<file path="config.mk">
export PLATFORM = sky130hd
export DESIGN_NAME = rstseq_sonata
export DESIGN_NICKNAME = d
export VERILOG_FILES = /design/src/rtl/rstseq_sonata.sv
export SDC_FILE = /design/constraint.sdc
export NUM_CORES = 1
export LEC_CHECK = 0
export ABC_AREA = 1
export CELL_PAD_IN_SITES_DETAIL_PLACEMENT = 0
export CELL_PAD_IN_SITES_GLOBAL_PLACEMENT = 2
export CORE_MARGIN = 5
export CORE_UTILIZATION = 31
export CTS_CLUSTER_SIZE = 30
export DETAILED_ROUTE_END_ITERATION = 8
export PLACE_DENSITY_LB_ADDON = 0.1
export SYNTH_ARGS = -nofsm -noshare
export SYNTH_HDL_FRONTEND = slang
export SYNTH_SLANG_ARGS = --single-unit
</file>
<file path="constraint.sdc">
create_clock -name clk_sys -period 2 [get_ports clk_sys]
set_input_delay 0.4 -clock clk_sys [delete_from_list [all_inputs] [get_ports clk_sys]]
set_output_delay 0.4 -clock clk_sys [all_outputs]
set_load 0.02 [all_outputs]
</file>
<file path="src/rtl/rstseq_sonata.sv">
// rstseq_sonata: reset sequencer for the clk_sys domain.
// Synchronises PLL lock and board reset, waits for a stable window, then
// releases NumDomains active-low resets in order (domain 0 first), one every
// StageGap cycles. Re-sequences on lock loss, board reset, or a software
// request; lock loss after sequencing has started is flagged sticky.
//
// Ports:
//   clk_sys          system clock
//   rst_sys          synchronous active-high reset
//   pll_locked_i     asynchronous PLL lock, active high
//   ext_rst_ni       asynchronous board reset, active low
//   sw_rst_req_i     one-cycle requests; bit k resets domain k and above
//   lock_lost_clr_i  clears lock_lost_o
//   rst_n_o          per-domain active-low resets, registered
//   all_released_o   high only in RUN
//   lock_lost_o      sticky lock-loss flag
//   state_o          0 WAIT_LOCK, 1 RELEASE, 2 RUN, 3 HOLD
//
// state     | meaning
// ----------+----------------------------------------------------------
// WAIT_LOCK | all domains held; timing how long lock and board reset are good
// RELEASE   | releasing domains idx..NumDomains-1, one per StageGap cycles
// RUN       | all domains released; accepting software requests
// HOLD      | requested domains held for HoldCycles before re-release

module rstseq_sonata #(
   parameter int NumDomains       = 4,
   parameter int LockStableCycles = 1024,
   parameter int StageGap         = 16,
   parameter int HoldCycles       = 8,
   localparam int MaxLg = (LockStableCycles > StageGap) ? LockStableCycles : StageGap,
   localparam int MaxCnt = (MaxLg > HoldCycles) ? MaxLg : HoldCycles,
   localparam int CntW = $clog2(MaxCnt + 1)
) (
   input  logic                  clk_sys,
   input  logic                  rst_sys,
   input  logic                  pll_locked_i,
   input  logic                  ext_rst_ni,
   input  logic [NumDomains-1:0] sw_rst_req_i,
   input  logic                  lock_lost_clr_i,
   output logic [NumDomains-1:0] rst_n_o,
   output logic                  all_released_o,
   output logic                  lock_lost_o,
   output logic [1:0]            state_o
);

   localparam int IdxW = (NumDomains > 1) ? $clog2(NumDomains) : 1;

   // Timers are down-counters loaded with (period-1) and expiring at zero.
   localparam logic [CntW-1:0] LockLoad = CntW'(LockStableCycles - 1);
   localparam logic [CntW-1:0] GapLoad  = CntW'(StageGap - 1);
   localparam logic [CntW-1:0] HoldLoad = CntW'(HoldCycles - 1);
   localparam logic [IdxW-1:0] LastIdx  = IdxW'(NumDomains - 1);

   typedef enum logic [1:0] {
      WAIT_LOCK = 2'd0,
      RELEASE   = 2'd1,
      RUN       = 2'd2,
      HOLD      = 2'd3
   } state_t;

   state_t                state_q;
   logic [CntW-1:0]       cnt_q;
   logic [IdxW-1:0]       idx_q;
   logic [1:0]            lock_sync_q;
   logic [1:0]            ext_sync_q;
   logic                  lock_s;
   logic                  ext_s;
   logic                  good;
   logic [IdxW-1:0]       req_idx;
   logic [NumDomains-1:0] keep_mask;
   logic [NumDomains-1:0] rel_mask;

   // Synchroniser flops reset to 0 so both inputs read as bad under reset.
   always_ff @(posedge clk_sys) begin
      if (rst_sys) begin
         lock_sync_q <= 2'b00;
         ext_sync_q  <= 2'b00;
      end else begin
         lock_sync_q <= {lock_sync_q[0], pll_locked_i};
         ext_sync_q  <= {ext_sync_q[0], ext_rst_ni};
      end
   end

   assign lock_s = lock_sync_q[1];
   assign ext_s  = ext_sync_q[1];
   assign good   = lock_s & ext_s;

   // Lowest requested domain, and the mask of domains below it that survive.
   always_comb begin
      req_idx   = '0;
      keep_mask = '0;
      for (int i = NumDomains - 1; i >= 0; i--) begin
         if (sw_rst_req_i[i]) req_idx = IdxW'(i);
      end
      for (int i = 0; i < NumDomains; i++) begin
         keep_mask[i] = (i < int'(req_idx));
      end
   end

   // Current outputs plus the one domain being released this stage.
   always_comb begin
      rel_mask = rst_n_o;
      for (int i = 0; i < NumDomains; i++) begin
         if (i == int'(idx_q)) rel_mask[i] = 1'b1;
      end
   end

   always_ff @(posedge clk_sys) begin
      if (rst_sys) begin
         state_q        <= WAIT_LOCK;
         cnt_q          <= '0;
         idx_q          <= '0;
         rst_n_o        <= '0;
         all_released_o <= 1'b0;
         lock_lost_o    <= 1'b0;
      end else begin
         // A set of lock_lost_o further down overrides this clear.
         if (lock_lost_clr_i) lock_lost_o <= 1'b0;

         if (state_q != WAIT_LOCK && !good) begin
            state_q        <= WAIT_LOCK;
            cnt_q          <= LockLoad;
            idx_q          <= '0;
            rst_n_o        <= '0;
            all_released_o <= 1'b0;
            if (!lock_s) lock_lost_o <= 1'b1;
         end else begin
            case (state_q)
               WAIT_LOCK: begin
                  if (!good) begin
                     cnt_q <= LockLoad;
                  end else if (cnt_q == '0) begin
                     state_q <= RELEASE;
                     cnt_q   <= GapLoad;
                     idx_q   <= '0;
                  end else begin
                     cnt_q <= cnt_q - 1'b1;
                  end
               end

               RELEASE: begin
                  if (cnt_q == '0) begin
                     rst_n_o <= rel_mask;
                     cnt_q   <= GapLoad;
                     if (idx_q == LastIdx) begin
                        state_q        <= RUN;
                        all_released_o <= 1'b1;
                     end else begin
                        idx_q <= idx_q + 1'b1;
                     end
                  end else begin
                     cnt_q <= cnt_q - 1'b1;
                  end
               end

               RUN: begin
                  if (|sw_rst_req_i) begin
                     rst_n_o        <= rst_n_o & keep_mask;
                     idx_q          <= req_idx;
                     cnt_q          <= HoldLoad;
                     state_q        <= HOLD;
                     all_released_o <= 1'b0;
                  end
               end

               HOLD: begin
                  if (cnt_q == '0) begin
                     state_q <= RELEASE;
                     cnt_q   <= GapLoad;
                  end else begin
                     cnt_q <= cnt_q - 1'b1;
                  end
               end

               default: begin
                  state_q <= WAIT_LOCK;
                  cnt_q   <= LockLoad;
                  rst_n_o <= '0;
               end
            endcase
         end
      end
   end

   assign state_o = state_q;

endmodule
</file>
==> flow_summary_export.csv, run 1 <==
group,metric,value,unit
pwr,power_density,540,mW/mm^2
clock_tree,insertion_delay,270,ps
synth,yosys_warnings,0,
route,wl_per_cell,10.8,um
critical_path,path_class,"reg -> out",
clock_tree,cts_buffer_depth,2,
synth,synthCells,237,
final_layout,synthToLayoutAreaGrowth,21.8,%
sta,finalWorstPathRequiredPeriod,1820,ps
route,first_pass_iters,6,
place,placedInstanceArea,0.00184,mm^2
sta,hold_viol,0,
sta,drv_slew,0,
min_path,min_path_cells,2,
floorplanning,num_rows,25,
route,postRouteAntennaNets,0,
final_layout,final_common_cell,"nand2_1",
final_layout,final_cell_mix,"54 x nand2_1, 32 x inv_1, 32 x nor2_1",
sta,max_slew.worst_pin.slew,361,ps
route,drc,0,
grt,grt_max_degree,15,
final_layout,final_cells,327,
floorplanning,io_pins,17,
clock_tree,tritoncts.num_buffers,3,
critical_path,cp-end-kind,"output port",
grt,grt_first_pass_wirelength,6200,um
clock_tree,ctsResizeCount,0,
critical_path,cp_max_fo,4,
clock_tree,hold_buffers,0,
min_path,min-delay-start,"ext_sync_q[0]$_SDFF_PP0_",
clock_tree,cts_setup_buffers,0,
pwr,leakagePower,0.870,nW
place,dp_hpwl,2770,um
synth,synth_area_per_cell,6.62,um^2
route,vias,1436,
final_layout,diodes,0,
run_status,status,"completed",
grt,gr-usage-all-layers,12.1,%
clock_tree,cts_tree,"yes",
route,routed_wirelength,3540,um
synth,synth_seq_cells,24,
final_layout,drive_gt1_share,11.9,%
min_path,hold_class,"reg -> reg",
sta,max_freq,0.550,GHz
sta,setup_viol,0,
place,gp_congestion,0.748,
clock_tree,h-tree-depth,1,
clock_tree,clk_pin_slew_worst_paths,90,ps
critical_path,critPathLaunch,"state_o[0]$_SDFFE_PP0P_",
critical_path,timing.rr.start,"state_o[1]$_SDFFE_PP0P_",
sta,period_share,90.9,%
floorplanning,dieArea,0.00658,mm^2
sta,rsz0062_at_grt,"false",
grt,grt_overflow,0,
final_layout,finalInstanceArea,0.00191,mm^2
grt,antenna_found_initial,0,
floorplanning,die_y,81.1,um
final_layout,layout.nets,280,
critical_path,crit_required,1600,ps
floorplanning,start_util,32.6,%
clock_tree,cts_root_buf,"clkbuf_8",
sta,skew,4.93,ps
synth,synthesis.area,0.00157,mm^2
clock_tree,cts_num_sinks,24,
critical_path,worst_setup_path_start_kind,"register",
sta,slew_headroom,75.9,%
place,placed_cells,323,
place,port_buffers,16,
synth,synth_fp_nets,256,
floorplanning,die_w,81.1,um
synth,yosysSeqAreaShare,30.6,%
floorplanning,coreArea,0.00482,mm^2
run,cap_violations,0,
route,routed_via_density,4.39,
route,drtIter0Drc,76,
sta,tns,0,ps
critical_path,crit_arrival,1420,ps
final_layout,post-route-util,39.7,%
grt,first_global_vias,1329,
critical_path,ff2ff_path_depth,7,
synth,synthDistinctLibCells,27,
pwr,vdd_drop_max,0.325,mV
==> path summary, 6_finish.rpt <==
kind / to / slack (ps)
setup / recovery: state_o[0] / 180
hold / removal: ext_sync_q[1]$_SDFF_PP0_ / 410
setup reg to reg: cnt_q[9]$_SDFFE_PP0P_ / 310
hold reg to reg: ext_sync_q[1]$_SDFF_PP0_ / 410
==> Yosys cell counts <==
cell	count	area share, %
nand2_4	1	0.72
clkinv_2	1	0.32
a21oi_4	1	1.0
o21ai_2	1	0.56
nor2_4	2	1.4
o21ai_1	1	0.32
o21bai_1	2	0.96
buf_2	2	0.64
nand3_4	1	1.1
a21oi_1	20	6.4
nor2_2	5	2.0
or2_2	1	0.40
xor2_1	3	1.7
ha_1	10	8.0
inv_2	2	0.48
nand4_1	3	1.2
dfxtp_1	24	31
a21boi_2	1	0.72
a31oi_1	1	0.40
buf_4	2	0.96
inv_1	32	7.7
nand2_2	3	1.2
nand4_2	1	0.80
nand2_1	54	13
o21ai_0	10	3.2
nand3_1	21	6.7
nor2_1	32	7.7
==> area by class of cell <==
cell class / instances / area [um^2]
Tap cell: 67 / 83.8
Timing Repair Buffer: 23 / 213
Clock buffer: 3 / 41.3
Fill cell: 543 / 2910
Clock inverter: 1 / 30.0
Inverter: 35 / 133
Sequential cell: 24 / 480
Multi-Input combinational cell: 174 / 931
==> cell families (layout without fill, tap and decap cells) <==
group                      count (synthesis)  after routing  synth area share, %
xor gates and xnor gates                   3              3                 1.67
buffers and inverters                     39             62                 10.0
adders and majority gates                 10             10                 7.97
and+or+nand+nor                          124            124                 36.1
AOI/OAI and AO/OA                         37             37                 13.6
DFF                                       24             24                 30.6
==> through the flow <==
stage / worst slack, ps / total power [mW] / hold WS, ps
global placement: 199 / 0.610 / 389
global route: 77.1 / 1.09 / 436
floorplan: 263 / 0.573 / 388
detailed placement: 193 / 0.609 / 395
finish: 181 / 1.03 / 406
CTS: 161 / 1.05 / 408
==> power by group <==
part           switching [mW]  internal, mW
Sequential             0.0127         0.493
Clock                   0.167         0.268
Combinational          0.0497        0.0413
Total                   0.230         0.802
==> critical path, cell delays in order (launching register included) <==
cell and delay, ps:
dfxtp_1 390, buf_4 160, clkdlybuf4s50_1 600
==> layer usage <==
| metal | GRT usage [%] | vias up | wire length, um |
|---|---|---|---|
| met5 | 0 | - | 0 |
| li1 | - | 797 | - |
| met1 | 17.6 | 611 | 1890 |
| met2 | 17.9 | 24 | 1490 |
| met3 | 2.22 | 4 | 120 |
| met4 | 3.89 | 0 | 38 |
==> flip-flops by register name, summed over array words and instances (netlist names) <==
name / flops
cnt_q: 11
ext_sync_q: 2
idx_q: 2
lock_lost_o: 1
lock_sync_q: 2
rst_n_o: 4
state_o: 2
Note: power is estimated with default switching activity, not from simulation.
==> run 2: changes to the inputs <==
CORE_UTILIZATION = 30   (was 31)
==> run 2 against run 1 <==
  * Hold slack lost 1.6 ps
  * Die area grew 2.9%
  * Clock-buffer cell count grew 1
  * Sequential power is essentially flat
  * Register-to-register slack lost 40 ps
  * Critical endpoint unchanged
  * Clock power shrank 22%
==> flow_summary_export.csv, run 2 (synthesis results as in run 1) <==
group,metric,value,unit
clock_tree,cts_root_buf,"clkbuf_8",
critical_path,crit_family,"buffers and inverters",
sta,drv_slew,0,
final_layout,regMostFlops,"cnt_q",
clock_tree,insertion_delay,270,ps
final_layout,reg.largest.list,"cnt_q: 11 flops, rst_n_o: 4 flops",
clock_tree,tritoncts.num_buffers,3,
final_layout,drive_gt1_share,11.9,%
critical_path,worst_setup_path_start_kind,"register",
critical_path,path_class,"reg -> out",
clock_tree,cts_tree,"yes",
floorplanning,dieArea,0.00678,mm^2
critical_path,cp_max_fo,6,
pwr,vdd_drop_max,0.274,mV
final_layout,final_common_cell,"nand2_1",
clock_tree,cts_buffer_depth,2,
route,vias,1421,
place,gp_congestion,0.750,
sta,skew,6.03,ps
sta,max_slew.worst_pin.slew,387,ps
floorplanning,die_w,82.3,um
sta,hold_ws,404,ps
clock_tree,ctsResizeCount,0,
final_layout,final_cells,330,
floorplanning,coreArea,0.00511,mm^2
route,wl_per_cell,11.1,um
run,cap_violations,0,
sta,max_freq,0.564,GHz
critical_path,slowest_delay,650,ps
grt,antenna_found_initial,0,
grt,first_global_vias,1390,
final_layout,final_cell_mix,"54 x nand2_1, 32 x inv_1, 32 x nor2_1",
final_layout,largest_reg_flops,11,
pwr,leakagePower,0.863,nW
critical_path,cp-end-kind,"output port",
sta,rsz0062_at_grt,"false",
critical_path,worst-path-buf-inv,1,
grt,gr-usage-all-layers,12.2,%
place,port_buffers,16,
clock_tree,clk_pin_slew_worst_paths,90,ps
sta,slew_headroom,74.2,%
route,drc,0,
sta,tns,0,ps
min_path,hold_class,"reg -> reg",
final_layout,synthToLayoutAreaGrowth,21.1,%
sta,finalWorstPathRequiredPeriod,1770,ps
floorplanning,start_util,30.7,%
floorplanning,num_rows,26,
run_status,status,"completed",
critical_path,critPathSlowestCell,"clkdlybuf4s50_1",
clock_tree,h-tree-depth,1,
clock_tree,cts_num_sinks,24,
route,routed_via_density,4.31,
place,dp_slack,174,ps
clock_tree,hold_buffers,0,
grt,grt_overflow,0,
floorplanning,io_pins,17,
route,routed_wirelength,3660,um
final_layout,post-route-util,37.2,%
final_layout,layout.nets,280,
sta,fin_ws,227,ps
floorplanning,die_y,82.3,um
place,placed_cells,326,
grt,grt_max_degree,14,
sta,period_share,88.6,%
sta,setup_viol,0,
route,first_pass_iters,4,
pwr,power_density,494,mW/mm^2
critical_path,crit_arrival,1370,ps
critical_path,crit_required,1600,ps
clock_tree,cts_setup_buffers,0,
grt,grt_first_pass_wirelength,6290,um
critical_path,crit_chain,"clkdlybuf4s50_1",
final_layout,diodes,0,
sta,hold_viol,0,
place,dp_hpwl,2850,um
route,drtIter0Drc,38,
route,postRouteAntennaNets,0,
## run 2: changes by cell type in the layout (fill, tap and decap cells not counted), sizes merged
| cell | change |
|---|---|
| bufinv | -1 |
| clkbuf | +1 |
## run 2: worst paths after layout
check,start,end,slack (ps),depth (start not counted)
worst max-delay path,state_o[0]$_SDFFE_PP0P_,state_o[0],230,1
worst min-delay path,ext_sync_q[0]$_SDFF_PP0_,ext_sync_q[1]$_SDFF_PP0_,400,2
worst max register to register,state_o[1]$_SDFFE_PP0P_,cnt_q[4]$_SDFFE_PP0P_,270,7
worst min register to register,ext_sync_q[0]$_SDFF_PP0_,ext_sync_q[1]$_SDFF_PP0_,400,2
## run 2: worst register-to-register path, cell delays in order (launching register included)
cell	delay, ps
dfxtp_1	380
inv_1	130
ha_1	380
nor2_1	90
nand2_1	110
a21boi_2	320
o21ai_1	130
a21oi_1	130
## run 2: layout make-up
type	count	area (um^2)
well taps	70	87.6
repair buffers	23	213
multi-input cells	174	931
flip-flops and latches	24	480
fillers	591	3210
inverters	35	133
clock buffers	4	55.1
## run 2: report_power, final
group	switching (mW)	internal, mW
clock	0.165	0.176
sequential	0.0129	0.493
combinational	0.0502	0.0413
total	0.228	0.710
## run 2: stage by stage
stage               power [mW]  instance area [um^2]
floorplan                0.573                  1570
global placement         0.610                  1840
detailed placement       0.610                  1840
CTS                      0.960                  1900
global route             0.997                  1900
finish                   0.938                  1900
## run 2: per-layer routing
metal / global-route usage (%) / part of all wire (%) / up-vias
met3: 1.74 / 1.4 / 4
met2: 20.8 / 47 / 8
met5: 0 / 0 / -
li1: - / - / 797
met1: 15.5 / 50 / 612
met4: 3.99 / 1.0 / 0
==> run 3: changes to the inputs <==
CELL_PAD_IN_SITES_DETAIL_PLACEMENT = 1   (was 0)
CELL_PAD_IN_SITES_GLOBAL_PLACEMENT = 1   (was 2)
CTS_BUF_LIST = sky130_fd_sc_hd__clkbuf_2 sky130_fd_sc_hd__clkbuf_4 sky130_fd_sc_hd__clkbuf_8   (was unset)
DONT_BUFFER_PORTS = 1   (was unset)
==> run 3 against run 2 <==
  * First-iteration DRC count grew 26%
  * Clock power grew 32%
  * Die area is the same
  * Cell area shrank 8.0%
  * Core utilization shrank 3.0 points
  * Via count grew 1.1%
  * Clock skew shrank 4.9 ps
  * Sequential power is essentially flat
  * Global-route usage grew 1.2 points
  * Sequential cell count is the same
  * Sequential share of layout area grew 2.2 points
  * Non-clock buffer count shrank 17
  * Critical endpoint is now idx_q[0]$_SDFFE_PP0P_
  * Largest power group unchanged
==> flow_summary_export.csv, run 3 (synthesis results as in run 1) <==
group,metric,value,unit
pwr,p_seq_share,49.3,%
run,cap_violations,0,
final_layout,largest_reg_flops,11,
clock_tree,h-tree-depth,1,
route,wl_per_cell,12.6,um
clock_tree,hold_buffers,0,
clock_tree,clk_pin_slew_worst_paths,100,ps
sta,skew,1.09,ps
clock_tree,insertion_delay,280,ps
pwr,power_density,587,mW/mm^2
floorplanning,coreArea,0.00511,mm^2
pwr,vdd_drop_max,0.399,mV
clock_tree,ctsResizeCount,0,
place,placedInstanceArea,0.00168,mm^2
route,routed_via_density,4.59,
critical_path,r2r-end,"idx_q[0]$_SDFFE_PP0P_",
final_layout,multiInputGateArea,931,um^2
sta,period_share,83.2,%
sta,slew_headroom,68.7,%
final_layout,finalInstanceArea,0.00175,mm^2
sta,max_slew.worst_pin.slew,469,ps
final_layout,nFillCells,687,
final_layout,final_cells,313,
pwr,switchingPower,0.239,mW
route,first_pass_iters,4,
clock_tree,tritoncts.num_buffers,3,
critical_path,critPathLaunch,"cnt_q[0]$_SDFFE_PP0P_",
sta,max_freq,0.601,GHz
sta,rsz0062_at_grt,"false",
sta,finalWorstPathRequiredPeriod,1660,ps
grt,grt_first_pass_wirelength,6890,um
sta,drv_slew,0,
pwr,sw_frac_of_total,23.3,%
critical_path,path_class,"reg -> reg",
clock_tree,cts_setup_buffers,0,
clock_tree,cts_root_buf,"clkbuf_8",
final_layout,final_cell_mix,"54 x nand2_1, 32 x inv_1, 32 x nor2_1",
grt,grt_max_degree,15,
pwr,clkPwrFrac,43.7,%
sta,setup_viol,0,
pwr,leakagePower,0.807,nW
critical_path,cp-end-kind,"register",
pwr,internal_power,0.788,mW
final_layout,synthToLayoutAreaGrowth,11.4,%
final_layout,seq_area,480,um^2
min_path,hold_class,"in -> reg",
clock_tree,cts_buffer_depth,2,
floorplanning,die_y,82.3,um
floorplanning,dieArea,0.00678,mm^2
route,vias,1436,
final_layout,final_common_cell,"nand2_1",
floorplanning,start_util,30.7,%
final_layout,drive_gt1_share,12.3,%
place,dp_hpwl,3090,um
floorplanning,die_w,82.3,um
critical_path,cp_max_fo,9,
critical_path,ff2ff_path_depth,9,
clock_tree,cts_tree,"yes",
floorplanning,io_pins,17,
critical_path,crit_required,2180,ps
final_layout,layout.nets,263,
grt,first_global_vias,1506,
route,routed_wirelength,3940,um
final_layout,post-route-util,34.2,%
clock_tree,cts_num_sinks,24,
final_layout,diodes,0,
critical_path,cp-endpoint,"idx_q[0]$_SDFFE_PP0P_",
sta,hold_ws,176,ps
critical_path,worst_setup_path_start_kind,"register",
place,port_buffers,0,
floorplanning,num_rows,26,
final_layout,reg.largest.list,"cnt_q: 11 flops, rst_n_o: 4 flops",
grt,grt_overflow,0,
sta,tns,0,ps
critical_path,crit_arrival,1840,ps
final_layout,regMostFlops,"cnt_q",
critical_path,rrSetupSlack,340,ps
grt,antenna_found_initial,0,
critical_path,timing.rr.start,"cnt_q[0]$_SDFFE_PP0P_",
grt,gr-usage-all-layers,13.3,%
route,postRouteAntennaNets,0,
place,placed_cells,309,
sta,hold_viol,0,
pwr,combinationalPowerShare,7.0,%
route,drtIter0Drc,48,
run_status,status,"completed",
route,drc,0,
place,gp_congestion,0.714,
run 3: critical path, stage by stage, from the launching register on:
cell and delay (ps):
dfxtp_1 330, inv_1 90, ha_1 210, nand2_1 110
nor2_4 140, nand3_4 170, a21oi_4 300, nand3_1 110
nand2_1 70, nor2_1 40
run 3: area by class of cell:
type / instances / share of cell area (%)
inverters: 35 / 7.59
flip-flops and latches: 24 / 27.5
well taps: 70 / 5.01
multi-input cells: 174 / 53.3
clock buffers: 3 / 2.36
repair buffers: 6 / 2.58
clock inverters: 1 / 1.72
run 3: power groups by stage:
stage | Sequential (mW) | Combinational, mW | Clock, mW
after floorplan | 0.514 | 0.0588 | 0
after global placement | 0.517 | 0.0727 | 0
after detailed placement | 0.517 | 0.0728 | 0
after CTS | 0.506 | 0.0732 | 0.469
after global routing | 0.509 | 0.0852 | 0.491
final | 0.506 | 0.0717 | 0.449
run 3: worst min path at each step:
stage | depth (start not counted) | end | from | slack (ps)
after floorplan | 2 | ext_sync_q[1]$_SDFF_PP0_ | ext_sync_q[0]$_SDFF_PP0_ | 390
after global placement | 2 | ext_sync_q[1]$_SDFF_PP0_ | ext_sync_q[0]$_SDFF_PP0_ | 390
after detailed placement | 2 | ext_sync_q[1]$_SDFF_PP0_ | ext_sync_q[0]$_SDFF_PP0_ | 400
after CTS | 1 | ext_sync_q[1]$_SDFF_PP0_ | rst_sys | 160
after global routing | 1 | lock_sync_q[0]$_SDFF_PP0_ | rst_sys | 160
final | 1 | ext_sync_q[1]$_SDFF_PP0_ | rst_sys | 180
run 3: per-stage QoR:
| stage | total power, mW | setup slack, ps |
|---|---|---|
| detailed placement | 0.590 | 326 |
| finish | 1.03 | 337 |
| global placement | 0.590 | 318 |
| global route | 1.09 | 120 |
| CTS | 1.05 | 308 |
| floorplan | 0.573 | 263 |
run 3: per-layer routing:
layer | up-vias | GRT usage, % | routed length, um
met2 | 15 | 21.6 | 1680
li1 | 760 | - | -
met3 | 5 | 2.39 | 139
met5 | - | 0 | 0
met1 | 656 | 17.4 | 2070
met4 | 0 | 5.15 | 55
